==> config.mk <==
export PLATFORM = sky130hd
export DESIGN_NAME = csr_access_unit
export DESIGN_NICKNAME = d
export VERILOG_FILES = /design/src/rtl/csr_pkg.sv /design/src/rtl/csr_wmask_gen.sv /design/src/rtl/csr_access_unit.sv
export SDC_FILE = /design/constraint.sdc
export NUM_CORES = 1
export LEC_CHECK = 0
export BUFFER_PORTS_ARGS = -buffer_cell sky130_fd_sc_hd__buf_2
export CORE_AREA = 2 2 131 133
export DETAILED_ROUTE_END_ITERATION = 8
export DIE_AREA = 0 0 133 135
export GPL_TIMING_DRIVEN = 0
export PLACE_DENSITY = 0.57
export SETUP_SLACK_MARGIN = 0.5
export SLEW_MARGIN = 20
export SYNTH_ARGS = -nofsm -noshare
export SYNTH_HDL_FRONTEND = slang
export SYNTH_HIERARCHICAL = 1
export SYNTH_SLANG_ARGS = --single-unit
==> constraint.sdc <==
create_clock -name clk_i -period 2.1 [get_ports clk_i]
set_input_delay 0.42 -clock clk_i [delete_from_list [all_inputs] [get_ports clk_i]]
set_output_delay 0.42 -clock clk_i [all_outputs]
set_load 0.05 [all_outputs]
==> src/rtl/csr_pkg.sv <==
// csr_pkg: shared CSR op/exception encodings and access-unit state type.
package csr_pkg;
  localparam logic [1:0] CSR_OP_RW = 2'b01;
  localparam logic [1:0] CSR_OP_RS = 2'b10;
  localparam logic [1:0] CSR_OP_RC = 2'b11;
  localparam logic [1:0] EXC_NO = 2'b00;
  localparam logic [1:0] EXC_ILLEGAL = 2'b01;
  localparam logic [1:0] EXC_ECALL = 2'b10;
  localparam logic [1:0] EXC_EBREAK = 2'b11;
  localparam logic [1:0] CSR_RO_FIELD = 2'b11;
  typedef enum logic [1:0] {ST_IDLE, ST_READ, ST_WRITE, ST_RESP} csr_state_e;
endpackage

==> src/rtl/csr_wmask_gen.sv <==
// csr_wmask_gen: turns a CSR op and source operand into bus set/clear masks.
module csr_wmask_gen
  import csr_pkg::*;
#(
  parameter int DATA_W = 32
) (
  input  logic [1:0]        op,
  input  logic [DATA_W-1:0] wdata,
  input  logic              src_zero,
  output logic [DATA_W-1:0] set_mask,
  output logic [DATA_W-1:0] clear_mask,
  output logic              write_en
);
  always_comb begin
    write_en = (op == CSR_OP_RW) || ((op == CSR_OP_RS || op == CSR_OP_RC) && !src_zero);
    set_mask = (op == CSR_OP_RW || op == CSR_OP_RS) ? wdata : '0;
    clear_mask = (op == CSR_OP_RW) ? ~wdata : (op == CSR_OP_RC) ? wdata : '0;
  end
endmodule

==> src/rtl/csr_access_unit.sv <==
// csr_access_unit: CSR bus initiator doing a read phase then an optional write phase.
// Define CSR_ACK_WAIT_EN to let the read phase wait up to ACK_TIMEOUT cycles for an ack.
module csr_access_unit
  import csr_pkg::*;
#(
  parameter int ADDR_W = 12,
  parameter int DATA_W = 32,
  parameter int ACK_TIMEOUT = 4
) (
  input  logic              clk_i,
  input  logic              rst_i,
  input  logic              req_valid_i,
  output logic              req_ready_o,
  input  logic [1:0]        op_i,
  input  logic [ADDR_W-1:0] addr_i,
  input  logic [DATA_W-1:0] wdata_i,
  input  logic              src_zero_i,
  input  logic              flush_i,
  output logic              resp_valid_o,
  input  logic              resp_ready_i,
  output logic [DATA_W-1:0] rdata_o,
  output logic [1:0]        exception_o,
  output logic              csr_en_o,
  output logic [ADDR_W-1:0] csr_addr_o,
  output logic [DATA_W-1:0] csr_set_o,
  output logic [DATA_W-1:0] csr_clear_o,
  input  logic              csr_ack_i,
  input  logic [DATA_W-1:0] csr_rdata_i
);
  csr_state_e state, state_nx;
  logic [1:0] op_q;
  logic [ADDR_W-1:0] addr_q;
  logic [DATA_W-1:0] wdata_q, rdata_q, set_m, clear_m;
  logic src_zero_q, illegal_q, flush_pend, write_en, read_fail, ro, accept;
  csr_wmask_gen #(.DATA_W(DATA_W)) u_wmask (
    .op(op_q), .wdata(wdata_q), .src_zero(src_zero_q),
    .set_mask(set_m), .clear_mask(clear_m), .write_en(write_en)
  );
`ifdef CSR_ACK_WAIT_EN
  logic [2:0] wait_cnt;
  always_ff @(posedge clk_i or negedge rst_i)
    if (!rst_i) wait_cnt <= '0;
    else wait_cnt <= (state == ST_READ) ? wait_cnt + 3'd1 : '0;
  assign read_fail = !csr_ack_i && wait_cnt == 3'(ACK_TIMEOUT - 1);
`else
  assign read_fail = !csr_ack_i;
`endif
  assign ro = addr_q[ADDR_W-1 -: 2] == CSR_RO_FIELD;
  assign accept = state == ST_IDLE && req_valid_i && !flush_i;
  always_comb begin
    state_nx = state;
    case (state)
      ST_IDLE:  state_nx = !accept ? ST_IDLE : (op_i == 2'b00) ? ST_RESP : ST_READ;
      ST_READ:  state_nx = flush_i ? ST_IDLE : (csr_ack_i && write_en && !ro) ? ST_WRITE : (csr_ack_i || read_fail) ? ST_RESP : ST_READ;
      ST_WRITE: state_nx = ST_RESP;
      default:  state_nx = (flush_i || flush_pend || resp_ready_i) ? ST_IDLE : ST_RESP;
    endcase
  end
  always_ff @(posedge clk_i or negedge rst_i)
    if (!rst_i) begin
      state <= ST_IDLE;
      op_q <= '0;
      addr_q <= '0;
      wdata_q <= '0;
      src_zero_q <= 1'b0;
      rdata_q <= '0;
      illegal_q <= 1'b0;
      flush_pend <= 1'b0;
    end else begin
      state <= state_nx;
      if (accept) begin
        op_q <= op_i;
        addr_q <= addr_i;
        wdata_q <= wdata_i;
        src_zero_q <= src_zero_i;
        rdata_q <= '0;
        illegal_q <= op_i == 2'b00;
        flush_pend <= 1'b0;
      end
      if (state == ST_READ && csr_ack_i) begin
        rdata_q <= csr_rdata_i;
        illegal_q <= write_en && ro;
      end else if (state == ST_READ && read_fail) illegal_q <= 1'b1;
      // a flush during the write phase is honoured once the write has gone out
      if (state == ST_WRITE) flush_pend <= flush_i;
    end
  always_comb begin
    req_ready_o = state == ST_IDLE;
    csr_en_o = state == ST_READ || state == ST_WRITE;
    csr_addr_o = csr_en_o ? addr_q : '0;
    csr_set_o = (state == ST_WRITE) ? set_m : '0;
    csr_clear_o = (state == ST_WRITE) ? clear_m : '0;
    resp_valid_o = state == ST_RESP && !flush_pend;
    rdata_o = resp_valid_o ? rdata_q : '0;
    exception_o = (resp_valid_o && illegal_q) ? EXC_ILLEGAL : EXC_NO;
  end
endmodule

* Word-level counts from Yosys, hierarchy flattened *
Index checks and enable logic that the tools add are counted.

word-level totals
  register bits = 83
  input bits = 85
  output and inout bits = 113
  logic and storage cells = 63

cells by class
  eq/ne operators = 7
  multiplexer cells = 21
  bitwise logic cells = 1
  reductions and logical operators = 26

operators by type and width
  operator                                                          count
  32-bit two-way mux                                                8
  32-bit inverter                                                   1
  12-bit two-way mux                                                1
  2-bit == test (second input constant)                             5
  1-bit logical AND                                                 10
  2-bit two-way mux                                                 4
  1-bit two-way mux                                                 7
  1-bit logical OR                                                  6
  2-bit one-hot mux with 3 select lines                             1
  1-bit zero test                                                   5
  2-bit by 1-bit == test with 1-bit output (second input constant)  2
  2-bit zero test                                                   2
  2-bit nonzero test                                                2
  3-bit nonzero test                                                1

* Depth between registers and ports, before layout *
Gate-level depths: netlist (run 1).

  word-level depth = 9
  gate-level depth with buffers = 8
  depth with buffers taken out = 5

* Cells and area by module *
The synthesis (run 1) kept the hierarchy.

modules (own cells, without submodules)
  module           instances  cells each  area an instance (um2)  seq. area each (um2)
  csr_access_unit  1          492         4063.9                  2077.0
  csr_wmask_gen    1          114         825.8                   0.0

* Least setup slack after synthesis (run 1) *
OpenSTA, ideal clock, no wires.

  kind = reg2out
  start point = register state[0]
  end point = output rdata_o[22]
  data arrival time = 1889 ps
  required time = 1680 ps
  slack = -209 ps
  stages on the path, launching flop included = 5
  buffers on the path = 1
  cells stage by stage = dfrtp_1 -> ha_1 -> nor2b_1 -> clkbuf_1 -> and2_1

between the ends
  longest elaborated chain between the ends = 3

RTL lines
  element                   line                   text
  start: declaration        csr_access_unit.sv:30  csr_state_e state, state_nx;
  start signal: assignment  csr_access_unit.sv:70  state <= state_nx;
  2-bit == test             csr_access_unit.sv:93  resp_valid_o = state == ST_RESP && !flush_pend;
  1-bit logical AND         csr_access_unit.sv:93
  named net resp_valid_o    csr_access_unit.sv:19  output logic resp_valid_o,
  32-bit two-way mux        csr_access_unit.sv:94  rdata_o = resp_valid_o ? rdata_q : '0;
  end: declaration          csr_access_unit.sv:21  output logic [DATA_W-1:0] rdata_o,

The timed path passes the listed nets, and every way through them passes these cells.

* Final worst setup path (run 1) *
  start point = register op_q[0]
  end point = output csr_set_o[18]

between the ends
  longest elaborated chain between the ends = 4
  elaborated cells on any way between the ends = 5
  classes of those cells = eq/ne (2); mux (2); reduce/logical (1)

RTL lines
  element                                                                           line                   text
  start: declaration                                                                csr_access_unit.sv:31  logic [1:0] op_q;
  start signal: assignment                                                          csr_access_unit.sv:72  op_q <= op_i;
  2-bit by 1-bit == test with 1-bit output / 2-bit == test (equally long branches)  csr_wmask_gen.sv:16    set_mask = (op == CSR_OP_RW || op == CSR_OP_RS) ? wdata : '0;
  1-bit logical OR (*)                                                              csr_wmask_gen.sv:16
  32-bit two-way mux (*)                                                            csr_wmask_gen.sv:16
  named net set_m[18]                                                               csr_access_unit.sv:33  logic [DATA_W-1:0] wdata_q, rdata_q, set_m, clear_m;
  32-bit two-way mux (*)                                                            csr_access_unit.sv:91  csr_set_o = (state == ST_WRITE) ? set_m : '0;
  end: declaration                                                                  csr_access_unit.sv:25  output logic [DATA_W-1:0] csr_set_o,

The timed path passes the listed nets; every way through them passes the cells marked *.

==> results.json, run 1 <==
{
  "viasPerCell": 4.54,
  "nNetsFinal": 938,
  "gp_congestion": 0.742,
  "yosysSeqAreaShare_pct": 42.5,
  "initial_utilization_pct": 29.8,
  "rsz0062_at_grt": "yes",
  "h-tree-depth": 3,
  "grt_overflow_total": 0,
  "status": "finished with violations",
  "grt_max_degree": 53,
  "hold_path_end": "src_zero_q",
  "power_per_cell_area_mw_per_mm2": 1410,
  "yosysMostFrequentCell": "nand2_1",
  "antenna_found_initial": 1,
  "cts_buffer_depth": 2,
  "io_buffers": 196,
  "ioPinCount": 198,
  "fin_util_pct": 54.6,
  "max-vdd-ir-drop_uv": 522,
  "synth-main-ff-cell": "dfrtp_1",
  "slew_viol_final": 0,
  "p_leak_nw": 4.38,
  "clock-sinks": 83,
  "hpwlAfterDp_mm": 11.0,
  "synth_area_leaders": "dfrtp_1 42%, nand2_1 16%, and2_1 14%",
  "grt_pass1_wl_mm": 25.6,
  "r2r_setup_slack_ns": 0.41,
  "fp.dieW_um": 133,
  "cts_tree": "done",
  "min_period_ns": 2.16,
  "yosys.area.top_type": "dfrtp_1",
  "vias": 4866,
  "drive_above_1_share_pct": 60.4,
  "ant_nets": 0,
  "cts_buffers": 9,
  "die_y_um": 135,
  "async_reset_ff_share_pct": 100,
  "failed_checks": "negative setup slack",
  "area_delta_synth_final_pct": 83.1,
  "cts_root_buf": "clkbuf_16",
  "regArea_mm2": 0.00208,
  "arrival_ns": 1.74,
  "yosys.area.top_type_share_pct": 42.5,
  "drc_errors": 0,
  "setup_viol": 69,
  "timing.final.ws_setup_ns": -0.0615,
  "maxCapViolCount": 0,
  "hp-class": "in -> reg",
  "antenna_cells": 0,
  "whs_path_depth": 3,
  "critPathMaxFanout": 7,
  "clock_latency_ns": 0.34,
  "worst-setup-path-type": "reg -> out",
  "n_fill_cell": 1440,
  "r2r_end": "illegal_q",
  "drt-initial-drc-count": 157,
  "final.period_utilization_pct": 103,
  "synth_cell_types": 28,
  "track_usage_pct": 18.0,
  "die_area_mm2": 0.0180,
  "design.core.area_mm2": 0.0164,
  "ys_ff_latch": 83,
  "wl_per_cell_um": 15.8,
  "cts.clk_slew.worst_paths_ns": 0.06,
  "multiInputGateArea_mm2": 0.00317,
  "critPathLaunchType": "flip-flop",
  "setup_tns_ns": -1.41,
  "synthCells": 606,
  "yosys-top-cells-count": "209 x nand2_1, 110 x and2_1, 83 x dfrtp_1, 37 x o21ai_0, 33 x nand3b_1",
  "fin_skew_ns": 0.00417,
  "totalWireLength_mm": 16.9,
  "synth_area_mm2": 0.00489,
  "rows": 47,
  "grt_pass1_vias": 4852,
  "avgSynthCellArea_um2": 8.07,
  "firstDrtPassIters": 4,
  "synth_edf_count": 0,
  "hold_viol": 0,
  "syn-num-nets": 698,
  "fmax_mhz": 463,
  "hold_start": "src_zero_i",
  "rr_startpoint": "state[1]",
  "cp.required_ns": 1.68,
  "dp_slack_ns": 0.0473,
  "cp-end-kind": "primary output",
  "ys_warn_count": 6,
  "worstRegToRegCells": 7
}
per-layer routing:
layer | part of all wire, % | global-route usage, %
met5 | 0.11 | 0
met4 | 1.0 | 5.02
met3 | 6.8 | 5.11
met2 | 50 | 30.8
met1 | 42 | 22.3
cell type report:
cell class                 instances  share of cell area (%)
buffer                            46                    6.72
clock buffer                      12                    2.75
clock inverter                     4                   0.559
inverter                           5                   0.377
multi-input combinational        472                    35.4
sequential                        83                    23.2
tap                              220                    3.07
timing repair buffer             229                    27.9
flip-flops by register name (all words and copies together) (netlist names):
signal and cells:
addr_q 12, state 2, wdata_q 32, src_zero_q 1, rdata_q 32, illegal_q 1, op_q 2, flush_pend 1
through the flow:
step	cell area (um^2)	std cells	total power, W	hold slack [ns]
floorplan	5230	606	0.00724	0.124
global placement	6490	1022	0.00847	0.458
detailed placement	6520	1023	0.00852	0.338
CTS	8100	1053	0.0118	0.252
global route	8950	1071	0.0134	0.268
finish	8950	1071	0.0126	0.267
where the power goes:
group	leakage [nW]	total, W	internal, W	switching (W)
Combinational	3.20	0.00807	0.00390	0.00417
Sequential	1.05	0.00291	0.00229	0.000615
Clock	0.139	0.00163	0.000954	0.000672
cell families (layout without fill, tap and decap cells):
group | count (synthesis) | after routing | synth area share (%)
AO/OA/AOI/OAI | 72 | 72 | 9.24
adder cells (fa/ha/maj) | 7 | 7 | 1.79
multiplexers | 1 | 1 | 0.307
other | 1 | 1 | 0.0767
buffers and inverters | 51 | 296 | 5.81
AND/OR/NAND/NOR | 391 | 391 | 40.3
flip-flops | 83 | 83 | 42.5
how the worst max path moves through the flow:
stage,from,depth (start not counted),endpoint,slack (ns)
6_report,op_q[0],5,csr_set_o[18],-0.06
5_1_grt,op_q[1],6,csr_set_o[18],-0.13
4_1_cts,op_q[0],5,csr_set_o[9],-0.09
3_5_place_dp,state[0],5,csr_set_o[5],0.05
3_3_place_gp,rst_i,1,wdata_q[5],-0.26
2_1_floorplan,state[0],5,csr_clear_o[12],0.44
worst max-delay path: stages, from the launching register on:
cell     delay [ns]
dfrtp_2        0.45
ha_4           0.35
buf_6          0.14
and2b_1        0.17
and2_4         0.15
buf_6          0.14
layout by cell type (no fill, tap or decap), drive strengths merged, types with 2 or more instances in the layout:
cell type  count
ha             7
clkinvlp       2
nand3          2
inv            4
nor2b         29
buf          254
dfrtp         83
o21ai         67
and2         110
nand2        209
nand3b        33
clkbuf        32
clkinv         2
and2b          4
timing repair:
| action | CTS | global route |
|---|---|---|
| gates cloned | 5 | 10 |
| setup endpoints to repair | 140 | 169 |
| pin swaps | 24 | 56 |
| setup buffers | 8 | 8 |
| hold buffers | 1 | 0 |
| gates resized for setup | 348 | 213 |
| endpoints found under the hold margin | 31 | 0 |
Note: power is estimated with default switching activity, not from simulation.
==> run 2: changes to the inputs <==
- CTS_BUF_LIST: unset -> sky130_fd_sc_hd__clkbuf_4 sky130_fd_sc_hd__clkbuf_8
==> results.json, run 2 (synthesized netlist as in run 1, its figures left out) <==
{
  "design.core.area_mm2": 0.0164,
  "die_area_mm2": 0.0180,
  "gp_congestion": 0.742,
  "drive_above_1_share_pct": 64.1,
  "antenna_cells": 0,
  "maxCapViolCount": 0,
  "ioPinCount": 198,
  "dp_slack_ns": 0.0473,
  "vias": 4943,
  "fmax_mhz": 454,
  "rows": 47,
  "rsz0062_at_grt": "yes",
  "clock-sinks": 83,
  "grt_pass1_vias": 4804,
  "n_fill_cell": 1409,
  "use_met1_pct": 22.6,
  "hp-class": "in -> reg",
  "grtUsageMet3_pct": 5.11,
  "firstDrtPassIters": 4,
  "grt_overflow_total": 0,
  "critPathLaunchType": "flip-flop",
  "cts_buffer_depth": 2,
  "antenna_found_initial": 1,
  "grt_pass1_wl_mm": 25.5,
  "cts_buffers": 9,
  "wl_per_cell_um": 16.3,
  "use_met2_pct": 30.2,
  "grt_max_degree": 53,
  "busiest_layer": "met2",
  "initial_utilization_pct": 29.8,
  "largest_registers": "rdata_q: 32 flops, wdata_q: 32 flops, addr_q: 12 flops",
  "final.period_utilization_pct": 105,
  "design_area_mm2": 0.00917,
  "h-tree-depth": 3,
  "dp_cells": 1023,
  "placement.cell_area_mm2": 0.00652,
  "hold_viol": 0,
  "totalWireLength_mm": 17.6,
  "instances_no_fill": 1080,
  "final_common_cell": "nand2_1",
  "arrival_ns": 1.78,
  "drc_errors": 0,
  "max-vdd-ir-drop_uv": 493,
  "critPathMaxFanout": 7,
  "nNetsFinal": 947,
  "viasPerCell": 4.58,
  "fin_skew_ns": 0.00335,
  "track_usage_pct": 18.0,
  "failed_checks": "negative setup slack",
  "cp-end-kind": "primary output",
  "io_buffers": 196,
  "area_delta_synth_final_pct": 87.6,
  "hpwlAfterDp_mm": 11.0,
  "slew_viol_final": 0,
  "cts_root_buf": "clkbuf_8",
  "ant_nets": 0,
  "setup_viol": 88,
  "cp.required_ns": 1.68,
  "power_per_cell_area_mw_per_mm2": 1380,
  "min_period_ns": 2.20,
  "fp.dieW_um": 133,
  "drt-initial-drc-count": 209,
  "final_cell_mix": "133 x nand2_1, 105 x buf_8, 93 x and2_4, 86 x buf_2, 80 x dfrtp_1",
  "cts.clk_slew.worst_paths_ns": 0.09,
  "timing.final.ws_setup_ns": -0.102,
  "cts_tree": "done",
  "die_y_um": 135,
  "worst-setup-path-type": "reg -> out",
  "clock_latency_ns": 0.36,
  "status": "finished with violations",
  "p_leak_nw": 4.43
}
==> run 2: cell types whose count changed in the layout (fill, tap and decap cells not counted), moves of 6 or more <==
cell / delta
nand2_1: -19
clkbuf_8: +10
nand2_2: +10
nand2_4: +9
o21ai_2: +7
o21ai_1: -6
==> run 2: cell type report <==
type / instances / area (um^2) / area share (%)
multi-input cells: 472 / 3290 / 35.8
repair buffers: 238 / 2620 / 28.6
flip-flops and latches: 83 / 2080 / 22.7
plain buffers: 46 / 671 / 7.31
well taps: 220 / 275 / 3.00
clock buffers: 12 / 153 / 1.66
clock inverters: 4 / 50.0 / 0.546
inverters: 5 / 33.8 / 0.368
==> run 2: path summary, 6_finish.rpt <==
| check | slack [ns] | endpoint | start | cells after the start |
|---|---|---|---|---|
| min in group asynchronous | 0.50 | addr_q[1] | rst_i | 2 |
| worst max register to register | 0.34 | rdata_q[18] | state[1] | 10 |
| worst min register to register | 0.48 | addr_q[3] | addr_q[3] | 2 |
| worst min-delay path | 0.24 | wdata_q[23] | wdata_i[23] | 3 |
| max in group asynchronous | 0.99 | op_q[0] | rst_i | 3 |
| worst max-delay path | -0.10 | csr_set_o[18] | op_q[0] | 5 |
==> run 2: per-layer routing <==
metal,vias up,share of wire [%]
li1,2417,-
met1,2335,42
met2,170,50
met3,19,6.9
met4,2,1.5
met5,-,0.080
==> run 2: timing repair <==
| item | CTS | global route |
|---|---|---|
| resized for setup | 377 | 242 |
| buffers inserted | 7 | 14 |
| cloned | 6 | 13 |
| pin swaps | 37 | 103 |
| hold endpoints to repair | 31 | 0 |
| hold buffers | 1 | 0 |
| setup endpoints to repair | 136 | 169 |
==> run 2: per-stage QoR <==
step | utilization (%) | power [W] | setup TNS, ns | hold slack (ns)
5_1_grt | 55.9 | 0.0134 | -10.81 | 0.226
3_3_place_gp | 39.5 | 0.00847 | -20.91 | 0.458
6_report | 55.9 | 0.0127 | -2.98 | 0.242
4_1_cts | 49.5 | 0.0115 | -5.77 | 0.215
3_5_place_dp | 39.7 | 0.00852 | 0 | 0.338
2_1_floorplan | - | 0.00724 | 0 | 0.124
==> run 2: worst max-delay path, cell delays in order (launching register included) <==
cell     delay, ns
dfrtp_2       0.46
ha_4          0.35
buf_6         0.13
and2b_1       0.17
and2_4        0.15
buf_6         0.15
==> run 2: report_power, final <==
part	internal [W]	total [W]	leakage, nW	switching, W
sequential	0.00229	0.00303	1.05	0.000737
clock	0.000608	0.00123	0.0994	0.000618
combinational	0.00417	0.00841	3.29	0.00424
total	0.00707	0.0127	4.43	0.00560
==> run 3: changes to the inputs <==
- CORE_AREA: 2 2 131 133 -> 8 8 133 135
- DIE_AREA: 0 0 133 135 -> 0 0 141 143
- PLACE_DENSITY: 0.57 -> 0.58
- SYNTH_HIERARCHICAL: 1 -> unset
==> results.json, run 3 <==
{
  "status": "finished with violations",
  "failed_checks": "negative setup slack",
  "synth_area_leaders": "dfrtp_1 45%, nand2_1 19%, and2_1 15%",
  "grt_max_degree": 52,
  "synth_cell_types": 27,
  "grt_pass1_wl_mm": 25.2,
  "drt-initial-drc-count": 210,
  "regArea_mm2": 0.00208,
  "worst-setup-path-type": "reg -> out",
  "ys_ff_latch": 83,
  "clock-sinks": 83,
  "slowest_stage": "dfrtp_1",
  "drive_above_1_share_pct": 51.6,
  "rr_startpoint": "state[1]",
  "power_per_cell_area_mw_per_mm2": 1370,
  "yosys-top-cells-count": "236 x nand2_1, 109 x and2_1, 83 x dfrtp_1, 34 x o21ai_0, 32 x mux2i_1",
  "max_stage_delay_ns": 0.40,
  "timing.final.ws_setup_ns": -0.121,
  "async_reset_ff_share_pct": 100,
  "yosys.area.top_type_share_pct": 45.5,
  "vias": 4553,
  "drc_errors": 0,
  "synthCells": 566,
  "critPathLaunchType": "flip-flop",
  "final_cell_mix": "235 x nand2_1, 124 x buf_8, 108 x and2_4, 86 x buf_2, 81 x dfrtp_1",
  "r2r_setup_slack_ns": 0.46,
  "fmax_mhz": 450,
  "nNetsFinal": 898,
  "yosysSeqAreaShare_pct": 45.5,
  "worstRegToRegCells": 6,
  "grt_overflow_total": 0,
  "design_area_mm2": 0.00835,
  "hp-class": "in -> async",
  "multiInputGateArea_mm2": 0.00272,
  "maxCapViolCount": 0,
  "hold_viol": 0,
  "fp.dieW_um": 141,
  "placement.cell_area_mm2": 0.00628,
  "critPathMaxFanout": 8,
  "io_buffers": 196,
  "rsz0062_at_grt": "yes",
  "hold_ws_ns": 0.0996,
  "n_fill_cell": 1392,
  "p_leak_nw": 4.08,
  "cp.required_ns": 1.68,
  "synth_edf_count": 0,
  "cts_root_buf": "clkbuf_8",
  "die_y_um": 143,
  "clock_latency_ns": 0.36,
  "arrival_ns": 1.80,
  "h-tree-depth": 3,
  "firstDrtPassIters": 4,
  "design.core.area_mm2": 0.0156,
  "die_area_mm2": 0.0202,
  "setup_viol": 95,
  "r2r_end": "illegal_q",
  "holdBufCountCts": 0,
  "viasPerCell": 4.44,
  "track_usage_pct": 15.9,
  "gp_congestion": 0.741,
  "synth_area_mm2": 0.00457,
  "ant_nets": 0,
  "wl_per_cell_um": 15.9,
  "grt_pass1_vias": 4772,
  "largest_registers": "rdata_q: 32 flops, wdata_q: 32 flops, addr_q: 12 flops",
  "cts_buffers": 9,
  "final_common_cell": "nand2_1",
  "ioPinCount": 198,
  "rows": 46,
  "hpwlAfterDp_mm": 11.2,
  "max-vdd-ir-drop_uv": 513,
  "yosys.area.top_type": "dfrtp_1",
  "cts.clk_slew.worst_paths_ns": 0.09,
  "path_cells": "buf_4, ha_2, nor2b_4, buf_12, clkbuf_16, and2_4, buf_8",
  "syn-num-nets": 658,
  "initial_utilization_pct": 29.3,
  "area_delta_synth_final_pct": 82.9,
  "worst_pin_slew_ns": 0.718,
  "ys_warn_count": 0,
  "cts_tree": "done",
  "totalWireLength_mm": 16.3,
  "final.period_utilization_pct": 106,
  "fin_skew_ns": 0.00901,
  "cts_buffer_depth": 2,
  "fin_util_pct": 53.5,
  "relSlewSlack_pct": 52.2,
  "yosysMostFrequentCell": "nand2_1",
  "slew_viol_final": 0,
  "min_period_ns": 2.22,
  "antenna_cells": 0,
  "antenna_found_initial": 0,
  "synth-main-ff-cell": "dfrtp_1",
  "avgSynthCellArea_um2": 8.07,
  "cp-end-kind": "primary output"
}
## run 3: cell count changes in the layout (fill, tap and decap cells not counted), sizes merged, moves of 2 or more
| cell | change |
|---|---|
| and2b | -3 |
| clkinvlp | -2 |
| nand2 | +27 |
| nor2b | -24 |
| nand3b | -32 |
| nand3 | -2 |
| buf | -13 |
| mux2i | +32 |
| o21ai | -33 |
## run 3: metrics by stage
step	setup slack [ns]	setup TNS, ns	power [W]	instances
3_5_place_dp	-0.104	-1.44	0.00798	979
3_3_place_gp	-0.214	-18.39	0.00791	978
4_1_cts	-0.178	-12.98	0.0110	1016
6_report	-0.121	-8.93	0.0115	1026
5_1_grt	-0.197	-16.14	0.0121	1026
2_1_floorplan	0.381	0	0.00684	566
## run 3: power by group
group          switching [W]  total (W)  internal (W)
logic                0.00376    0.00738       0.00362
registers           0.000568    0.00285       0.00228
clock network       0.000597    0.00123      0.000635
## run 3: kinds of logic (layout without fill, tap and decap cells)
kind of cell               count (synthesis)  after routing  share of synthesized area [%]
and+or+nand+nor                          357            357                           36.0
DFF                                       83             83                           45.5
buffers and inverters                     44            288                           4.19
AOI/OAI and AO/OA                         41             41                           4.99
muxes                                     33             33                           7.34
adders and majority gates                  7              7                           1.92
other                                      1              1                         0.0821
## run 3: repair_timing
item                                    4_1_cts  5_1_grt
buffers inserted                             17        4
pin swaps                                    13       10
endpoints found under the setup margin      193      194
cloned                                        5        6
gates resized for setup                     404       71
## run 3: routing by layer
| metal | GRT usage (%) | share of wire (%) | vias to the layer above |
|---|---|---|---|
| li1 | - | - | 2242 |
| met5 | 0 | 0 | - |
| met2 | 28.3 | 51 | 134 |
| met4 | 4.75 | 0.97 | 0 |
| met1 | 18.2 | 42 | 2166 |
| met3 | 4.37 | 6.3 | 11 |
## run 3: worst max-delay path by stage
stage	end	depth (start not counted)	from	slack (ns)
finish	rdata_o[5]	7	state[0]	-0.12
floorplan	csr_set_o[12]	6	state[0]	0.38
global route	rdata_o[20]	7	state[0]	-0.20
global placement	rdata_q[13]	1	rst_i	-0.21
CTS	csr_set_o[6]	8	state[0]	-0.18
detailed placement	csr_clear_o[16]	6	op_q[0]	-0.10
## run 3: area by class of cell
| class | count | area share (%) |
|---|---|---|
| timing repair buffer | 229 | 30.5 |
| inverter | 4 | 0.180 |
| sequential | 83 | 24.9 |
| clock buffer | 13 | 1.99 |
| buffer | 40 | 6.19 |
| multi-input combinational | 439 | 32.6 |
| tap | 216 | 3.24 |
| clock inverter | 2 | 0.419 |
## run 3: worst max-delay path: cells and delay by family, from the launching register on
kind | cells | cell delay, ns
adders and majority gates | 1 | 0.17
DFF | 1 | 0.40
buffers and inverters | 4 | 0.58
and+or+nand+nor | 2 | 0.29
